[config.mk]
export PLATFORM = sky130hd
export DESIGN_NAME = adc_sum_sq_accum
export DESIGN_NICKNAME = d
export VERILOG_FILES = /design/src/rtl/adc_sum_sq_pkg.sv /design/src/rtl/adc_sum_sq_term.sv /design/src/rtl/adc_sum_sq_accum.sv
export SDC_FILE = /design/constraint.sdc
export NUM_CORES = 1
export LEC_CHECK = 0
export ABC_CLOCK_PERIOD_IN_PS = 7200
export BUFFER_PORTS_ARGS = -buffer_cell sky130_fd_sc_hd__buf_2
export CAP_MARGIN = 20
export CORE_MARGIN = 8
export CORE_UTILIZATION = 40
export CTS_CLUSTER_SIZE = 16
export DETAILED_ROUTE_END_ITERATION = 7
export MAX_ROUTING_LAYER = met4
export RECOVER_POWER = 25
export SLEW_MARGIN = 20
export SYNTH_ARGS = -nofsm -noshare
export SYNTH_HDL_FRONTEND = slang
export SYNTH_SLANG_ARGS = --single-unit
[constraint.sdc]
create_clock -name user_clk -period 7.2 [get_ports user_clk]
set_clock_uncertainty 0.2 [all_clocks]
set_input_delay 0.72 -clock user_clk [delete_from_list [all_inputs] [get_ports user_clk]]
set_output_delay 0.72 -clock user_clk [all_outputs]
set_load 0.005 [all_outputs]
[src/rtl/adc_sum_sq_pkg.sv]
// Shared defaults, accumulator width and FSM state type for the ADC sum-of-squares accumulator.
package adc_sum_sq_pkg;

  localparam int unsigned DefNSamp = 4;
  localparam int unsigned DefSampW = 8;
  localparam int unsigned DefLenW  = 16;
  localparam int unsigned AccW     = 32;

  typedef enum logic {
    StWaitSync,
    StRun
  } state_e;

endpackage

[src/rtl/adc_sum_sq_term.sv]
// Three-stage square-and-sum pipeline: register inputs, square each sample, sum the squares.
// Valid and sync travel alongside so all three outputs line up with the term.
module adc_sum_sq_term
  import adc_sum_sq_pkg::*;
#(
  parameter int unsigned N_SAMP = DefNSamp,
  parameter int unsigned SAMP_W = DefSampW
) (
  input  logic                       clk_i,
  input  logic                       rst_ni,
  input  logic [N_SAMP*SAMP_W-1:0]   adc_data_i,
  input  logic                       adc_valid_i,
  input  logic                       sync_i,
  output logic [2*SAMP_W:0]          term_o,
  output logic                       term_valid_o,
  output logic                       term_sync_o
);

  localparam int unsigned SqW  = 2 * SAMP_W - 1;
  localparam int unsigned SumW = 2 * SAMP_W + 1;

  logic [N_SAMP*SAMP_W-1:0]   data_q;
  logic                       valid1_q, sync1_q;
  logic [N_SAMP-1:0][SqW-1:0] sq_q, sq_d;
  logic                       valid2_q, sync2_q;
  logic [SumW-1:0]            sum_q, sum_d;
  logic                       valid3_q, sync3_q;

  logic signed [SAMP_W-1:0]   samp [N_SAMP];
  logic signed [2*SAMP_W-1:0] prod [N_SAMP];

  // A square of a SAMP_W-bit two's-complement value never needs the product's top bit.
  always_comb begin
    for (int k = 0; k < N_SAMP; k++) begin
      samp[k] = $signed(data_q[k*SAMP_W +: SAMP_W]);
      prod[k] = samp[k] * samp[k];
      sq_d[k] = SqW'(prod[k]);
    end
  end

  always_comb begin
    sum_d = '0;
    for (int k = 0; k < N_SAMP; k++) begin
      sum_d = sum_d + SumW'(sq_q[k]);
    end
  end

  always_ff @(posedge clk_i or negedge rst_ni) begin
    if (!rst_ni) begin
      data_q   <= '0;
      valid1_q <= 1'b0;
      sync1_q  <= 1'b0;
      sq_q     <= '0;
      valid2_q <= 1'b0;
      sync2_q  <= 1'b0;
      sum_q    <= '0;
      valid3_q <= 1'b0;
      sync3_q  <= 1'b0;
    end else begin
      data_q   <= adc_data_i;
      valid1_q <= adc_valid_i;
      sync1_q  <= sync_i;
      sq_q     <= sq_d;
      valid2_q <= valid1_q;
      sync2_q  <= sync1_q;
      sum_q    <= sum_d;
      valid3_q <= valid2_q;
      sync3_q  <= sync2_q;
    end
  end

  assign term_o       = sum_q;
  assign term_valid_o = valid3_q;
  assign term_sync_o  = sync3_q;

endmodule

[src/rtl/adc_sum_sq_accum.sv]
// Integrates the per-cycle sum of squared ADC samples over acc_len valid cycles and dumps the
// total to a 32-bit software register; sync_in (re)starts integration.
module adc_sum_sq_accum
  import adc_sum_sq_pkg::*;
#(
  parameter int unsigned N_SAMP = DefNSamp,
  parameter int unsigned SAMP_W = DefSampW,
  parameter int unsigned LEN_W  = DefLenW
) (
  input  logic                     user_clk,
  input  logic                     user_rst_n,
  input  logic [N_SAMP*SAMP_W-1:0] adc_data,
  input  logic                     adc_valid,
  input  logic                     sync_in,
  input  logic [LEN_W-1:0]         acc_len,
  output logic [AccW-1:0]          user_data_out,
  output logic                     dump_valid,
  output logic [LEN_W-1:0]         dump_count,
  output logic                     armed
);

  logic [2*SAMP_W:0] term;
  logic              term_valid;
  logic              term_sync;

  adc_sum_sq_term #(
    .N_SAMP (N_SAMP),
    .SAMP_W (SAMP_W)
  ) u_term (
    .clk_i        (user_clk),
    .rst_ni       (user_rst_n),
    .adc_data_i   (adc_data),
    .adc_valid_i  (adc_valid),
    .sync_i       (sync_in),
    .term_o       (term),
    .term_valid_o (term_valid),
    .term_sync_o  (term_sync)
  );

  state_e           state_q, state_d;
  logic [AccW-1:0]  acc_q, acc_d, acc_base;
  logic [AccW-1:0]  data_out_q, data_out_d;
  logic [LEN_W-1:0] cnt_q, cnt_d, cnt_base, cnt_inc;
  logic [LEN_W-1:0] len_q, len_d, len_base, len_new;
  logic [LEN_W-1:0] dump_count_q, dump_count_d, dump_count_base;
  logic             dump_valid_q, dump_valid_d;
  logic             accumulate;

  assign len_new = (acc_len == '0) ? LEN_W'(1) : acc_len;

  // A delayed sync first rebases the integration to empty, then the arriving term is treated
  // exactly like any other valid term; this makes sync win over a coincident terminal term.
  always_comb begin
    state_d         = state_q;
    acc_base        = acc_q;
    cnt_base        = cnt_q;
    len_base        = len_q;
    dump_count_base = dump_count_q;
    accumulate      = (state_q == StRun) && term_valid;
    if (term_sync) begin
      state_d         = StRun;
      acc_base        = '0;
      cnt_base        = '0;
      len_base        = len_new;
      dump_count_base = '0;
      accumulate      = term_valid;
    end

    cnt_inc      = cnt_base + LEN_W'(1);
    acc_d        = acc_base;
    cnt_d        = cnt_base;
    len_d        = len_base;
    dump_count_d = dump_count_base;
    data_out_d   = data_out_q;
    dump_valid_d = 1'b0;

    if (accumulate) begin
      if (cnt_inc == len_base) begin
        data_out_d   = acc_base + AccW'(term);
        dump_valid_d = 1'b1;
        dump_count_d = dump_count_base + LEN_W'(1);
        acc_d        = '0;
        cnt_d        = '0;
        len_d        = len_new;
      end else begin
        acc_d = acc_base + AccW'(term);
        cnt_d = cnt_inc;
      end
    end
  end

  always_ff @(posedge user_clk or negedge user_rst_n) begin
    if (!user_rst_n) begin
      state_q      <= StWaitSync;
      acc_q        <= '0;
      cnt_q        <= '0;
      len_q        <= '0;
      data_out_q   <= '0;
      dump_valid_q <= 1'b0;
      dump_count_q <= '0;
    end else begin
      state_q      <= state_d;
      acc_q        <= acc_d;
      cnt_q        <= cnt_d;
      len_q        <= len_d;
      data_out_q   <= data_out_d;
      dump_valid_q <= dump_valid_d;
      dump_count_q <= dump_count_d;
    end
  end

  assign user_data_out = data_out_q;
  assign dump_valid    = dump_valid_q;
  assign dump_count    = dump_count_q;
  assign armed         = (state_q == StRun);

endmodule

# Word level (Yosys, flattened, before mapping)

Index checks and enable logic that the tools add are counted.

Flip-flop bits (word level): 229
Bits of input ports: 52
Output and inout bits: 50
Logic and storage cells: 49

Add/sub/neg operators: 6
$mul: 4
Eq/ne operators: 1
Multiplexer cells: 16
Reductions and logical operators: 3

Operator list:

| kind                    | count |
|---|---|
| $mux W16                | 10 |
| $mux W32                | 3 |
| $mul A8 B8 Y15          | 4 |
| $add A17 B15 Y17        | 2 |
| $add A16 B1 Y16 const B | 2 |
| $add A32 B17 Y32        | 1 |
| $add A15 B15 Y16        | 1 |
| $eq A16 B16 Y1          | 1 |
| $logic_not A16 Y1       | 1 |
| $mux W1                 | 3 |
| $reduce_and A2 Y1       | 1 |
| $logic_and A1 B1 Y1     | 1 |

# Depth between registers and ports, before layout

Depth in word-level cells: 6
Gate-level depth with buffers: 19
Gate-level depth less buffers: 19

# By module

From an unflattened synthesis, not the netlist that was laid out.

Cell total of the unflattened synthesis: 1846
Area total of the unflattened synthesis: 18710.4 um^2

By module, submodules not included:

| module           | times used | cells an instance | area each (um^2) | seq. area each (um^2) |
|---|---|---|---|---|
| adc_sum_sq_term  | 1          | 1089              | 11644.9          | 2777.7 |
| adc_sum_sq_accum | 1          | 757               | 7065.5           | 2852.7 |

# Worst setup path before layout

No wires, ideal clock.

Path kind: register to register
From: register u_term.data_q[14]
To: register u_term.sq_q[29] (netlist bit)
Library setup time: 0.124 ns
Data arrival time: 4.129 ns
Data required time: 6.876 ns
Path slack: 2.747 ns
Stages on the path, launching flop included: 19
Path buffers: 1
Period minus slack after synthesis: 4.453 ns
Cell sequence: dfrtp_1 -> clkbuf_1 -> inv_1 -> nor2_1 -> inv_1 -> fa_1 -> inv_1 -> fa_1 -> fa_1 -> inv_1 -> fa_1 -> inv_1 -> ha_1 -> or3_1 -> o21ai_0 -> a21oi_1 -> a21o_1 -> a21oi_1 -> xnor2_1

RTL lines:

| item                     | line                  | RTL |
|---|---|---|
| start: declaration       | adc_sum_sq_term.sv:22 | `logic [N_SAMP*SAMP_W-1:0] data_q;` |
| start signal: assignment | adc_sum_sq_term.sv:60 | `data_q <= adc_data_i;` |
| end signal: assignment   | adc_sum_sq_term.sv:63 | `sq_q <= sq_d;` |
| end: declaration         | adc_sum_sq_term.sv:24 | `logic [N_SAMP-1:0][SqW-1:0] sq_q, sq_d;` |

==> flow_summary.ini <==
[critical_path]
cp_cell_sequence = and2_1 > xnor2_1 > ha_1 > fa_1 > fa_1 > inv_1 > fa_1 > inv_1 > ha_1 > o21ai_0 > a21boi_0 > o21ai_0 > a211oi_1 > a21o_1 > a21oi_1 > xnor2_1
rrSetupSlack_ns = 2.36
crit_fanout = 17
startpoint_of_the_lowest_slack_register_to_register_path = u_term.data_q[23]
end_kind = flip-flop
critPathKind = flip-flop to flip-flop
timing.critical_path.slowest_cell_delay_ns = 0.64
timing.critical_path.arrival_ns = 5.07
regToRegEndpoint = u_term.sq_q[44]
kind_of_start_point_of_the_critical_path = flip-flop
critical_path.slowest_cell = sky130_fd_sc_hd__dfrtp_1
critical_path.top_delay_family = adder cells
critPathBufInv = 2
crit_path_frequent_cell = sky130_fd_sc_hd__fa_1
r2r.worst_path.cells = 16
critPathRequiredTime_ns = 7.43

[route]
dr_total_vias = 13150
wire_per_inst_um = 15.34
vias_per_cell = 4.998
firstDrtPassIters = 5
drt.antenna.violating_nets = 0
drt-initial-drc-count = 788
routed_wirelength_mm = 40.36
drc = 0

[layout]
final_design_area_no_fill_um2 = 20840
finalNetCount = 2380
area_growth_pct = 11.10
drive_above_1_share_pct = 11.07
num_antenna_cells = 0

[floorplanning]
die_area_um2 = 54090
die_w_um = 232.6
num_rows = 79
die-height_um = 232.6
fp.coreArea_um2 = 46460
boundaryPins = 102
floorplan.initialDensity_pct = 40.38

[min_path]
min-delay-path-class = primary input to flip-flop
hold_path_startpoint = adc_data[11]
hold-path-cell-count = 1
worstHoldEndpoint = u_term.data_q[11]

[logic_synthesis]
synth_async_sr_flop_share_pct = 100.0
synthMostInstantiatedCell = sky130_fd_sc_hd__inv_1
synth_common_cells = 313 x sky130_fd_sc_hd__inv_1, 225 x sky130_fd_sc_hd__dfrtp_1, 181 x sky130_fd_sc_hd__fa_1, 179 x sky130_fd_sc_hd__nand2_1, 145 x sky130_fd_sc_hd__ha_1
synth_seq_cells = 225
ys.warnings.count = 0
synth_enable_flop_cells = 0
syn_area_um2 = 18760
synth_cells = 1924
synth_sequential_area_ratio_pct = 30.01
syn_area_per_cell_um2 = 9.751
yosys_most_used_dff = sky130_fd_sc_hd__dfrtp_1
netlist-cell-type-count = 76
post-synth-top-area-cell = sky130_fd_sc_hd__dfrtp_1
postSynthNetCount = 2302
synth_largest_type_area_fraction_pct = 30.01
synth.top_cells.by_area = sky130_fd_sc_hd__dfrtp_1 30%, sky130_fd_sc_hd__fa_1 19%, sky130_fd_sc_hd__ha_1 9.7%

[sta]
grt_setup_unrepaired = false
tightestPinTransition_ns = 1.035
final_report_hold_violation_count = 0
finalMaxSlewViolations = 0
slew_headroom_pct = 30.99
finalWorstSetupSlack_ns = 2.365
setup-tns-final_ns = 0
period_share_pct = 67.16
timing.final.crit_period_ns = 4.835
timing.fmax_ghz = 0.2068
setup_viol = 0

[grt]
initial_antenna_violation_count = 0
grt.overflow.total = 0
grt_max_degree = 89
overall_routing_resource_usage_pct = 15.73
number_of_global_route_vias_before_repair = 13760
grt_first_pass_wirelength_mm = 68.52

[cts]
cts_buffer_depth = 3
tritoncts = built
cts_repair_resize_count = 0
insertion_delay_ns = 0.58
cts_htree_levels = 1
cts_inserted_buffers = 28
clk_pin_slew_ns = 0.06
cts_num_sinks = 225
ctsRootBufferMaster = sky130_fd_sc_hd__clkbuf_16

[job]
drv_cap = 0

[power]
lkg_pwr_nw = 10.19
power_density_nw_per_um2 = 393.8
ir_drop_uv = 298.5

[placement]
routabilityCongestion = 0.8399
hpwlAfterDp_mm = 31.40
buffer_ports.inserted = 101
pre_cts_ws_ns = 2.395
postPlaceCellArea_um2 = 19810

[run_status]
status = completed
==> logic make-up after synthesis <==
| family | synth area share [%] |
|---|---|
| AOI/OAI and AO/OA | 9.217 |
| xor gates and xnor gates | 7.143 |
| adders and majority gates | 28.98 |
| buffers and inverters | 7.816 |
| DFF | 30.01 |
| muxes | 2.248 |
| other | 0.04003 |
| and+or+nand+nor | 14.54 |
==> state kept, by name, summed over array words and instances, names as in the netlist <==
register	count
acc_q	32
armed	1
cnt_q	16
dump_count	16
dump_valid	1
len_q	16
u_term.data_q	32
u_term.sq_q	56
u_term.sync1_q	1
u_term.sync2_q	1
u_term.term_o	17
u_term.term_sync_o	1
u_term.term_valid_o	1
u_term.valid1_q	1
u_term.valid2_q	1
user_data_out	32
==> metrics by stage <==
step / utilization [%] / hold slack (ns) / std cells / power, mW
2_1_floorplan: - / 0.1312 / 1924 / 5.750
3_5_place_dp: 42.65 / 0.1395 / 2578 / 6.732
4_1_cts: 44.86 / 0.007639 / 2631 / 8.323
5_1_grt: 44.86 / 0.01682 / 2631 / 9.127
6_report: 44.86 / 0.03995 / 2631 / 8.208
3_3_place_gp: 42.65 / 0.1415 / 2578 / 6.640
==> final cells by class <==
type / count / area, µm²
clock buffers: 31 / 721.9
clock inverters: 21 / 297.8
fillers: 4408 / 25610
inverters: 315 / 1182
multi-input cells: 1322 / 11660
flip-flops and latches: 225 / 5632
well taps: 607 / 759.5
repair buffers: 110 / 585.6
==> cells in the final DEF, fill, tap and decap left out, types with 11 or more instances in the layout <==
master                        n
sky130_fd_sc_hd__inv_1      313
sky130_fd_sc_hd__o21a_1      23
sky130_fd_sc_hd__ha_1       145
sky130_fd_sc_hd__fa_1       181
sky130_fd_sc_hd__a21oi_1     66
sky130_fd_sc_hd__xnor2_1    117
sky130_fd_sc_hd__a21o_1      18
sky130_fd_sc_hd__nor3_1      31
sky130_fd_sc_hd__or2_2       12
sky130_fd_sc_hd__o211ai_1    11
sky130_fd_sc_hd__nand3_1     18
sky130_fd_sc_hd__and2_1      61
sky130_fd_sc_hd__and3_1      11
sky130_fd_sc_hd__nor2_1      78
sky130_fd_sc_hd__nand2_1    179
sky130_fd_sc_hd__nand4_1     18
sky130_fd_sc_hd__buf_2      100
sky130_fd_sc_hd__o21ai_0     75
sky130_fd_sc_hd__dfrtp_1    224
sky130_fd_sc_hd__clkbuf_16   28
sky130_fd_sc_hd__mux2_2      32
sky130_fd_sc_hd__o22ai_1     16
sky130_fd_sc_hd__nor2b_1     63
sky130_fd_sc_hd__xor2_1      36
==> how the worst max path moves through the flow <==
stage / startpoint / endpoint / depth (start not counted) / slack, ns
6_report: u_term.data_q[23] / u_term.sq_q[44] / 16 / 2.36
5_1_grt: u_term.data_q[23] / u_term.sq_q[44] / 16 / 1.97
4_1_cts: u_term.data_q[23] / u_term.sq_q[44] / 16 / 2.38
3_5_place_dp: u_term.data_q[23] / u_term.sq_q[44] / 16 / 2.39
3_3_place_gp: u_term.data_q[23] / u_term.sq_q[44] / 16 / 2.47
2_1_floorplan: u_term.data_q[14] / u_term.sq_q[29] / 18 / 2.75
==> worst reg2reg max path, delay by kind of cell (launching register included) <==
kind,cells,cell delay [ns]
adders and majority gates,5,2.09
xor gates and xnor gates,2,0.26
DFF,1,0.64
AOI/OAI and AO/OA,6,1.20
and+or+nand+nor,1,0.25
buffers and inverters,2,0.09
==> report_power, final <==
group / switching, mW / leakage (nW) / internal, mW
clock: 0.603 / 0.467 / 0.917
combinational: 2.67 / 6.90 / 2.29
sequential: 0.134 / 2.83 / 1.59
total: 3.41 / 10.2 / 4.80
==> routing by layer <==
metal / track usage, % / up-vias / part of all wire [%]
li1: - / 6350 / -
met1: 19.26 / 6507 / 43
met2: 26.89 / 224 / 50
met3: 2.217 / 68 / 4.0
met4: 4.555 / 0 / 2.9
met5: - / - / 0
==> timing repair <==
action | CTS | global route
hold endpoints to repair | 72 | 0
hold buffers | 1 | 0
setup endpoints to repair | 0 | 0
buffers inserted | 0 | 0
Power figures use the tool's default switching activity.
